## config.mk

```make
export PLATFORM = sky130hd
export DESIGN_NAME = seq_pc_sequencer
export DESIGN_NICKNAME = d
export VERILOG_FILES = /design/src/rtl/seq_pc_sequencer.sv
export SDC_FILE = /design/constraint.sdc
export NUM_CORES = 1
export LEC_CHECK = 0
export CAP_MARGIN = 20
export CORE_MARGIN = 2
export CORE_UTILIZATION = 40
export CTS_CLUSTER_DIAMETER = 200
export CTS_CLUSTER_SIZE = 40
export DETAILED_ROUTE_END_ITERATION = 7
export GPL_ROUTABILITY_DRIVEN = 1
export PLACE_DENSITY_LB_ADDON = 0.25
export SYNTH_ARGS = -nofsm -noshare
export SYNTH_HDL_FRONTEND = slang
export SYNTH_SLANG_ARGS = --single-unit
```

## constraint.sdc

```tcl
create_clock -name clk -period 2.2 [get_ports clk]
set_input_delay 0.44 -clock clk [delete_from_list [all_inputs] [get_ports clk]]
set_output_delay 0.44 -clock clk [all_outputs]
set_load 0.005 [all_outputs]
```

## src/rtl/seq_pc_sequencer.sv

```systemverilog
// seq_pc_sequencer: multi-cycle phase controller for the SEQ Y86-64 core.
// Steps FETCH/EXEC/MEM/WB, owns the architectural PC and status code, and
// selects the next PC from per-phase captured values.
// Optional build macro SEQ_PERF_CNT_EN adds retired/stall performance counters.
module seq_pc_sequencer #(
  parameter int                 ADDR_W      = 64,
  parameter logic [ADDR_W-1:0]  RESET_PC    = '0,
  parameter int                 MEM_TIMEOUT = 16
) (
  input  logic              clk,
  input  logic              rst_n,
  input  logic              start,
  input  logic [3:0]        icode,
  input  logic              instr_valid,
  input  logic              imem_error,
  input  logic [ADDR_W-1:0] valP,
  input  logic [ADDR_W-1:0] valC,
  input  logic              cnd,
  input  logic [ADDR_W-1:0] valM,
  input  logic              mem_ack,
  input  logic              dmem_error,
  output logic [ADDR_W-1:0] pc,
  output logic              fetch_en,
  output logic              exec_en,
  output logic              mem_req,
  output logic              wb_en,
  output logic [2:0]        stat,
`ifdef SEQ_PERF_CNT_EN
  output logic [31:0]       retired_cnt,
  output logic [31:0]       stall_cnt,
`endif
  output logic              busy
);

  localparam logic [2:0]  STAT_AOK  = 3'd1;
  localparam logic [2:0]  STAT_HLT  = 3'd2;
  localparam logic [2:0]  STAT_ADR  = 3'd3;
  localparam logic [2:0]  STAT_INS  = 3'd4;
  localparam logic [31:0] TIMEOUT_U = 32'(MEM_TIMEOUT);

  typedef enum logic [2:0] {
    S_IDLE, S_FETCH, S_EXEC, S_MEM, S_WB, S_HALTED, S_ERROR
  } state_t;

  state_t              state_q, state_d;
  logic [ADDR_W-1:0]   pc_q, pc_d;
  logic [2:0]          stat_q, stat_d;
  logic [3:0]          icode_q, icode_d;
  logic [ADDR_W-1:0]   valp_q, valp_d;
  logic [ADDR_W-1:0]   valc_q, valc_d;
  logic [ADDR_W-1:0]   valm_q, valm_d;
  logic                cnd_q, cnd_d;
  logic [31:0]         wait_q, wait_d;
  logic                restart;
  logic                retire;
  logic                stall;
  logic                needs_mem;
  logic                expired;

  // Opcodes that touch data memory: rmmovq, mrmovq, call, ret, pushq, popq.
  assign needs_mem = icode_q inside {4'h4, 4'h5, 4'h8, 4'h9, 4'hA, 4'hB};
  // Current MEM cycle is the last one allowed; a zero timeout disables the check.
  assign expired   = (MEM_TIMEOUT != 0) && (wait_q >= TIMEOUT_U - 32'd1);

  assign pc   = pc_q;
  assign stat = stat_q;

  // State, PC, status and per-phase capture registers.
  always_ff @(posedge clk or negedge rst_n) begin
    if (!rst_n) begin
      state_q <= S_IDLE;
      pc_q    <= RESET_PC;
      stat_q  <= STAT_AOK;
      icode_q <= '0;
      valp_q  <= '0;
      valc_q  <= '0;
      valm_q  <= '0;
      cnd_q   <= 1'b0;
      wait_q  <= '0;
    end else begin
      state_q <= state_d;
      pc_q    <= pc_d;
      stat_q  <= stat_d;
      icode_q <= icode_d;
      valp_q  <= valp_d;
      valc_q  <= valc_d;
      valm_q  <= valm_d;
      cnd_q   <= cnd_d;
      wait_q  <= wait_d;
    end
  end

  // Next-state, next-PC and phase enables.
  always_comb begin
    state_d  = state_q;
    pc_d     = pc_q;
    stat_d   = stat_q;
    icode_d  = icode_q;
    valp_d   = valp_q;
    valc_d   = valc_q;
    valm_d   = valm_q;
    cnd_d    = cnd_q;
    wait_d   = wait_q;
    restart  = 1'b0;
    retire   = 1'b0;
    stall    = 1'b0;
    fetch_en = 1'b0;
    exec_en  = 1'b0;
    mem_req  = 1'b0;
    wb_en    = 1'b0;
    busy     = 1'b0;
    unique case (state_q)
      S_IDLE: begin
        if (start) state_d = S_FETCH;
      end
      S_FETCH: begin
        busy     = 1'b1;
        fetch_en = 1'b1;
        icode_d  = icode;
        valp_d   = valP;
        valc_d   = valC;
        if (imem_error) begin
          state_d = S_ERROR;
          stat_d  = STAT_ADR;
        end else if (!instr_valid) begin
          state_d = S_ERROR;
          stat_d  = STAT_INS;
        end else if (icode == 4'h0) begin
          state_d = S_HALTED;
          stat_d  = STAT_HLT;
        end else begin
          state_d = S_EXEC;
        end
      end
      S_EXEC: begin
        busy    = 1'b1;
        exec_en = 1'b1;
        cnd_d   = cnd;
        wait_d  = '0;
        state_d = needs_mem ? S_MEM : S_WB;
      end
      S_MEM: begin
        busy    = 1'b1;
        mem_req = 1'b1;
        if (mem_ack) begin
          valm_d = valM;
          if (dmem_error) begin
            state_d = S_ERROR;
            stat_d  = STAT_ADR;
          end else begin
            state_d = S_WB;
          end
        end else begin
          stall = 1'b1;
          if (expired) begin
            state_d = S_ERROR;
            stat_d  = STAT_ADR;
          end else if (wait_q != '1) begin
            wait_d = wait_q + 32'd1;
          end
        end
      end
      S_WB: begin
        busy    = 1'b1;
        wb_en   = 1'b1;
        retire  = 1'b1;
        state_d = S_FETCH;
        case (icode_q)
          4'h7:    pc_d = cnd_q ? valc_q : valp_q;
          4'h8:    pc_d = valc_q;
          4'h9:    pc_d = valm_q;
          default: pc_d = valp_q;
        endcase
      end
      S_HALTED, S_ERROR: begin
        if (start) begin
          state_d = S_IDLE;
          pc_d    = RESET_PC;
          stat_d  = STAT_AOK;
          restart = 1'b1;
        end
      end
      default: state_d = S_IDLE;
    endcase
  end

`ifdef SEQ_PERF_CNT_EN
  logic [31:0] retired_q, stall_q;

  assign retired_cnt = retired_q;
  assign stall_cnt   = stall_q;

  // Saturating retired-instruction and memory-stall counters.
  always_ff @(posedge clk or negedge rst_n) begin
    if (!rst_n) begin
      retired_q <= '0;
      stall_q   <= '0;
    end else if (restart) begin
      retired_q <= '0;
      stall_q   <= '0;
    end else begin
      if (retire && retired_q != '1) retired_q <= retired_q + 32'd1;
      if (stall && stall_q != '1)    stall_q   <= stall_q + 32'd1;
    end
  end
`else
  logic unused_perf;
  assign unused_perf = retire ^ stall ^ restart;
`endif

endmodule

```

==> results_dict.tcl, run 1 <==
set metrics [dict create \
    status "finished, violations left" \
    violations "design-rule violations" \
    grt_pass1_wl_mm 49.8 \
    ys_seq_area_share_pct 61.5 \
    max-clock-path-buffers 3 \
    power_frac_comb_pct 40.6 \
    critPathArrivalTime_ns 1.64 \
    pwr-share-seq_pct 46.1 \
    cts_buffers 11 \
    rr_worst_depth 7 \
    setup-violations-final 0 \
    internal-power_uw 13500 \
    rows 63 \
    cts.clk_slew.worst_paths_ns 0.14 \
    ys_warn_count 0 \
    hpwl_mm 21.0 \
    gr-total-overflow 0 \
    path_class "flop to output port" \
    die_y_microns 178 \
    syn_nets 1030 \
    utilization_pct 53.6 \
    setup_slack_ns 0.118 \
    critPathMaxFanout 8 \
    htree_num_levels 1 \
    synth.top_cell.area_share_pct 61.3 \
    maxSlewHeadroom_pct 36.9 \
    hp-class "input pin to async pin" \
    fin_nets 1305 \
    grt_pass1_vias 8550 \
    path_buf_inv 2 \
    path_depth 3 \
    area_growth_pct 31.3 \
    finalCriticalPeriod_ns 2.08 \
    synthCells 825 \
    syn_area_sq_um 12200 \
    die_area_sq_um 31800 \
    port_buffers 275 \
    antenna_found_initial 3 \
    startpoint_type "flop" \
    p_per_area_nw_per_um2 1250 \
    drive_above_1_share_pct 24.8 \
    place.gp.congestion 0.820 \
    yosys-top-cells-area "dfrtp_1 (61%), mux2_2 (18%), a222oi_1 (5.3%)" \
    critical_path.top_delay_family "flip-flops" \
    tightest_slew_ns 0.947 \
    core_area_sq_um 29800 \
    cap_violations 0 \
    leakage_uw 0.00675 \
    ys.flop_type "dfrtp_1" \
    syn_area_per_cell_sq_um 14.8 \
    p_sw_share_pct 32.5 \
    drt_wl_total_mm 32.0 \
    cts_sinks 299 \
    vias_per_cell 5.53 \
    grt_use_total_pct 20.0 \
    synth-seq-cells 299 \
    via_count 8249 \
    endpoint_kind "output port" \
    finalHoldViolCount 0 \
    die_w_microns 178 \
    insertion_delay_ns 0.51 \
    initial_core_util_pct 40.8 \
    first_iter_violations 907 \
    whs_ns 0.426 \
    cpMaxStageDelayCell "dfrtp_2" \
    critPathRequiredTime_ns 1.76 \
    slew_viol_final 0 \
    drtPass1Iterations 8 \
    rsz0062_at_grt "no" \
    synth_edf_count 0 \
    synth_top_cell_by_area "dfrtp_1" \
    cp_cell_sequence "buf_4 > nor3b_4 > buf_2" \
    slowest_delay_ns 0.49 \
    vdd_drop_max_uv 781 \
    tns_ns 0 \
    grt_max_degree 65 \
    synth.distinct_cells 62 \
    io_pins 276 \
    fin_worst_skew_ns 0.0258 \
    switchingPower_uw 6470 \
    drc 3 \
    wl_per_cell_microns 21.4 \
    fmax_mhz 480 \
    ant_nets 0 \
    clockRootBuffer "clkbuf_16" \
    cts_tree "done" \
    clock_power_share_pct 13.3 \
    async_reset_ff_share_pct 100 \
    dpl_worst_slack_ns 0.00458 \
    fin_crit_sh_pct 94.6 \
]
state kept, by name, indices dropped and copies added (netlist names):
register and cells:
pc 64, valc_q 64, valm_q 64, valp_q 64
wait_q 32, icode_q 4, stat 3, state_q 3
cnd_q 1
power groups by stage:
stage	clock network [uW]	registers (uW)	logic (uW)
6_report	2660	9200	8090
3_3_place_gp	0	9260	7930
3_5_place_dp	0	9300	8120
2_1_floorplan	0	8930	5130
4_1_cts	2780	9190	8210
5_1_grt	2930	9480	8800
layer usage:
layer	vias to the layer above	global-route usage, %	routed length [microns]
met5	-	0	27
li1	3722	-	-
met1	4218	27.7	13700
met4	4	3.86	549
met2	277	32.4	15400
met3	28	4.58	2330
synthesized netlist by cell type (all sizes together) (2+ instances only):
| master | number |
|---|---|
| clkbuf | 24 |
| nand3 | 6 |
| nand2 | 13 |
| nor2 | 10 |
| mux2 | 196 |
| o2bb2ai | 64 |
| nor2b | 32 |
| or4 | 2 |
| dfrtp | 298 |
| buf | 36 |
| nor3 | 5 |
| a211oi | 5 |
| o21ai | 4 |
| nor4 | 12 |
| a222oi | 64 |
| o211ai | 2 |
| nand3b | 2 |
| a21oi | 5 |
| nand2b | 5 |
| and4 | 2 |
| inv | 10 |
cell type report:
| type | instances | area, sq um |
|---|---|---|
| fill | 2534 | 13800 |
| multi-input combinational | 456 | 4340 |
| sequential | 299 | 7490 |
| clock inverter | 1 | 30.0 |
| clock buffer | 14 | 287 |
| antenna | 1 | 2.50 |
| tap | 390 | 488 |
| inverter | 10 | 37.5 |
| timing repair buffer | 322 | 3300 |
final timing paths:
| check | end | slack [ns] | from |
|---|---|---|---|
| setup reg to reg | valm_q[60]$_DFFE_PN0P_ | 0.24 | state_q[0]$_DFFE_PN0P_ |
| hold reg to reg | pc[30]$_DFFE_PN0P_ | 0.50 | pc[30]$_DFFE_PN0P_ |
| setup / recovery | fetch_en | 0.12 | state_q[0]$_DFFE_PN0P_ |
| min in group clk | valm_q[14]$_DFFE_PN0P_ | 0.50 | valM[14] |
| max in group asynchronous | valc_q[30]$_DFFE_PN0P_ | 1.01 | rst_n |
| hold / removal | wait_q[20]$_DFFE_PN0P_ | 0.43 | rst_n |
stage by stage:
step	total power, uW	instance area (sq um)	cells
finish	19900	16000	1493
floorplan	14100	12200	825
CTS	20200	16000	1492
global route	21200	16000	1493
global placement	17200	15600	1471
detailed placement	17400	15600	1471
cell families after synthesis:
group | after synthesis | synth area share (%)
AO/OA/AOI/OAI | 162 | 12.3
buffers and inverters | 70 | 3.22
XOR/XNOR | 1 | 0.0720
multiplexers | 196 | 18.1
AND/OR/NAND/NOR | 96 | 4.72
flip-flops | 299 | 61.5
adder cells (fa/ha/maj) | 1 | 0.103
cells in the final DEF, fill, tap and decap left out, drive strengths merged, types with 2 or more instances in the layout:
master,synthesis,layout
a222oi,64,64
nand3,6,6
nor2b,32,32
buf,36,48
nand3b,2,2
o21ai,4,4
clkbuf,24,14
inv,10,10
o211ai,2,2
a211oi,5,5
clkdlybuf4s50,0,269
and4,2,2
dlygate4sd2,0,4
dfrtp,298,298
nand2b,5,5
nand2,13,13
nor3,5,5
nor4,12,12
o2bb2ai,64,64
a21oi,5,5
mux2,196,196
nor2,10,10
or4,2,2
repair_timing:
action / CTS / global route
setup buffers: 5 / 0
gates resized for setup: 15 / 0
hold buffers: 1 / 0
endpoints found under the hold margin: 41 / 0
setup endpoints to repair: 5 / 0
Power figures use the tool's default switching activity.
==> run 2, diff against run 1 <==
--- a/config.mk
+++ b/config.mk
@@ -7,7 +7,7 @@
 export LEC_CHECK = 0
 export CAP_MARGIN = 20
 export CORE_MARGIN = 2
-export CORE_UTILIZATION = 40
+export CORE_UTILIZATION = 50
 export CTS_CLUSTER_DIAMETER = 200
 export CTS_CLUSTER_SIZE = 40
 export DETAILED_ROUTE_END_ITERATION = 7
==> results_dict.tcl, run 2 (same netlist as run 1, synthesis figures left out) <==
set metrics [dict create \
    fmax_mhz 470 \
    port_buffers 275 \
    fin_worst_skew_ns 0.0263 \
    critPathArrivalTime_ns 1.69 \
    critPathRequiredTime_ns 1.76 \
    die_y_microns 160 \
    r2r_slack_ns 0.26 \
    die_w_microns 160 \
    tightest_slew_ns 0.869 \
    antenna-diode-count 0 \
    path_class "flop to output port" \
    maxSlewHeadroom_pct 42.0 \
    slew_viol_final 0 \
    critPathMaxFanout 9 \
    final_common_cell "dfrtp_1" \
    grt_pass1_wl_mm 49.6 \
    fin_nets 1300 \
    tns_ns 0 \
    drive_above_1_share_pct 24.4 \
    drt_wl_total_mm 30.8 \
    core_area_sq_um 24100 \
    ant_nets 0 \
    finalCriticalPeriod_ns 2.13 \
    cts.clk_slew.worst_paths_ns 0.14 \
    status "completed" \
    place.gp.congestion 0.806 \
    finalHoldViolCount 0 \
    cap_violations 0 \
    antenna_found_initial 3 \
    p_per_area_nw_per_um2 1260 \
    grt_pass1_vias 8931 \
    hpwl_mm 20.3 \
    io_pins 276 \
    grt_use_total_pct 24.2 \
    area_growth_pct 30.3 \
    critical_path.endpoint "exec_en" \
    leakage_uw 0.00672 \
    mostFrequentLayoutCells "dfrtp_1 (295), clkdlybuf4s50_1 (269), mux2_2 (191), a222oi_1 (64), o2bb2ai_1 (64)" \
    rr_worst_depth 5 \
    insertion_delay_ns 0.50 \
    htree_num_levels 1 \
    drc 0 \
    vias_per_cell 5.92 \
    gr-total-overflow 0 \
    startpoint_type "flop" \
    vdd_drop_max_uv 750 \
    power_uw 20000 \
    setup-violations-final 0 \
    rsz0062_at_grt "no" \
    cts_tree "done" \
    cp_cell_sequence "buf_4 > nand2b_1 > nor2_2 > clkdlybuf4s15_1" \
    rows 57 \
    clockRootBuffer "clkbuf_16" \
    r2r-end "pc[10]$_DFFE_PN0P_" \
    crit_start "state_q[2]$_DFFE_PN0P_" \
    max-clock-path-buffers 3 \
    hp-class "input pin to async pin" \
    initial_core_util_pct 50.5 \
    grt_max_degree 65 \
    wl_per_cell_microns 21.7 \
    cts_buffers 11 \
    die_area_sq_um 25600 \
    first_iter_violations 748 \
    fin_crit_sh_pct 96.6 \
    slowest_delay_ns 0.46 \
    fill_cells 1831 \
    via_count 8419 \
    endpoint_kind "output port" \
    drtPass1Iterations 5 \
    cpMaxStageDelayCell "dfrtp_2" \
    r2r-start "icode_q[1]$_DFFE_PN0P_" \
    cts_sinks 299 \
]
==> run 2: changes by cell type in the layout (fill, tap and decap cells not counted) <==
cell             before  now
diode_2               1    0
clkdlybuf4s15_1       0    2
dlygate4sd2_1         4    2
nor2_2                1    2
buf_4                30   24
buf_12               16   17
nor2_4                1    0
buf_2                 1    0
clkbuf_2              0    1
==> run 2: critical path: cells and delay by family, from the launching register on <==
kind                   cells  cell delay [ns]
buffers and inverters      2             0.40
AND/OR/NAND/NOR            2             0.31
flip-flops                 1             0.46
==> run 2: layer usage <==
layer  track usage (%)  routed length (microns)
met1              32.8                    12800
met2              39.4                    14700
met3              5.90                     2560
met4              6.35                      748
met5                 0                       28
==> run 2: how the worst min path moves through the flow <==
stage,from,end,slack [ns],cells past startpoint
6_report,rst_n,wait_q[28]$_DFFE_PN0P_,0.48,2
5_1_grt,rst_n,wait_q[28]$_DFFE_PN0P_,0.49,2
4_1_cts,rst_n,wait_q[28]$_DFFE_PN0P_,0.48,2
3_5_place_dp,rst_n,wait_q[28]$_DFFE_PN0P_,0.43,1
3_3_place_gp,rst_n,wait_q[28]$_DFFE_PN0P_,0.42,1
2_1_floorplan,rst_n,cnd_q$_DFFE_PN0P_,0.14,0
==> run 2: per-stage QoR <==
step                      worst slack [ns]  hold slack (ns)  cell area (sq um)  utilization, %  instances
after floorplan                      0.473            0.144              12200               -        825
after global placement              0.0271            0.424              15500            64.2       1401
after detailed placement           -0.0136            0.430              15500            64.2       1401
after CTS                          0.00129            0.483              15900            65.8       1421
after global routing               0.00489            0.494              15900            65.8       1421
final                               0.0739            0.477              15900            65.8       1421
==> run 2: what timing repair did <==
action,in CTS,in global routing
setup buffers,4,0
endpoints found under the hold margin,52,0
setup endpoints to repair,5,3
pin swaps,0,1
gates resized for setup,11,4
hold buffers,1,0
==> run 2: report_power, final <==
group | internal, uW | switching, uW
logic | 4640 | 3420
registers | 7870 | 1380
clock network | 965 | 1670
==> run 2: layout make-up <==
class | count | area [sq um] | area share, %
flip-flops and latches | 299 | 7490 | 47.2
multi-input cells | 456 | 4340 | 27.3
repair buffers | 317 | 3280 | 20.7
well taps | 324 | 405 | 2.56
clock buffers | 14 | 287 | 1.81
inverters | 10 | 37.5 | 0.237
clock inverters | 1 | 30.0 | 0.189
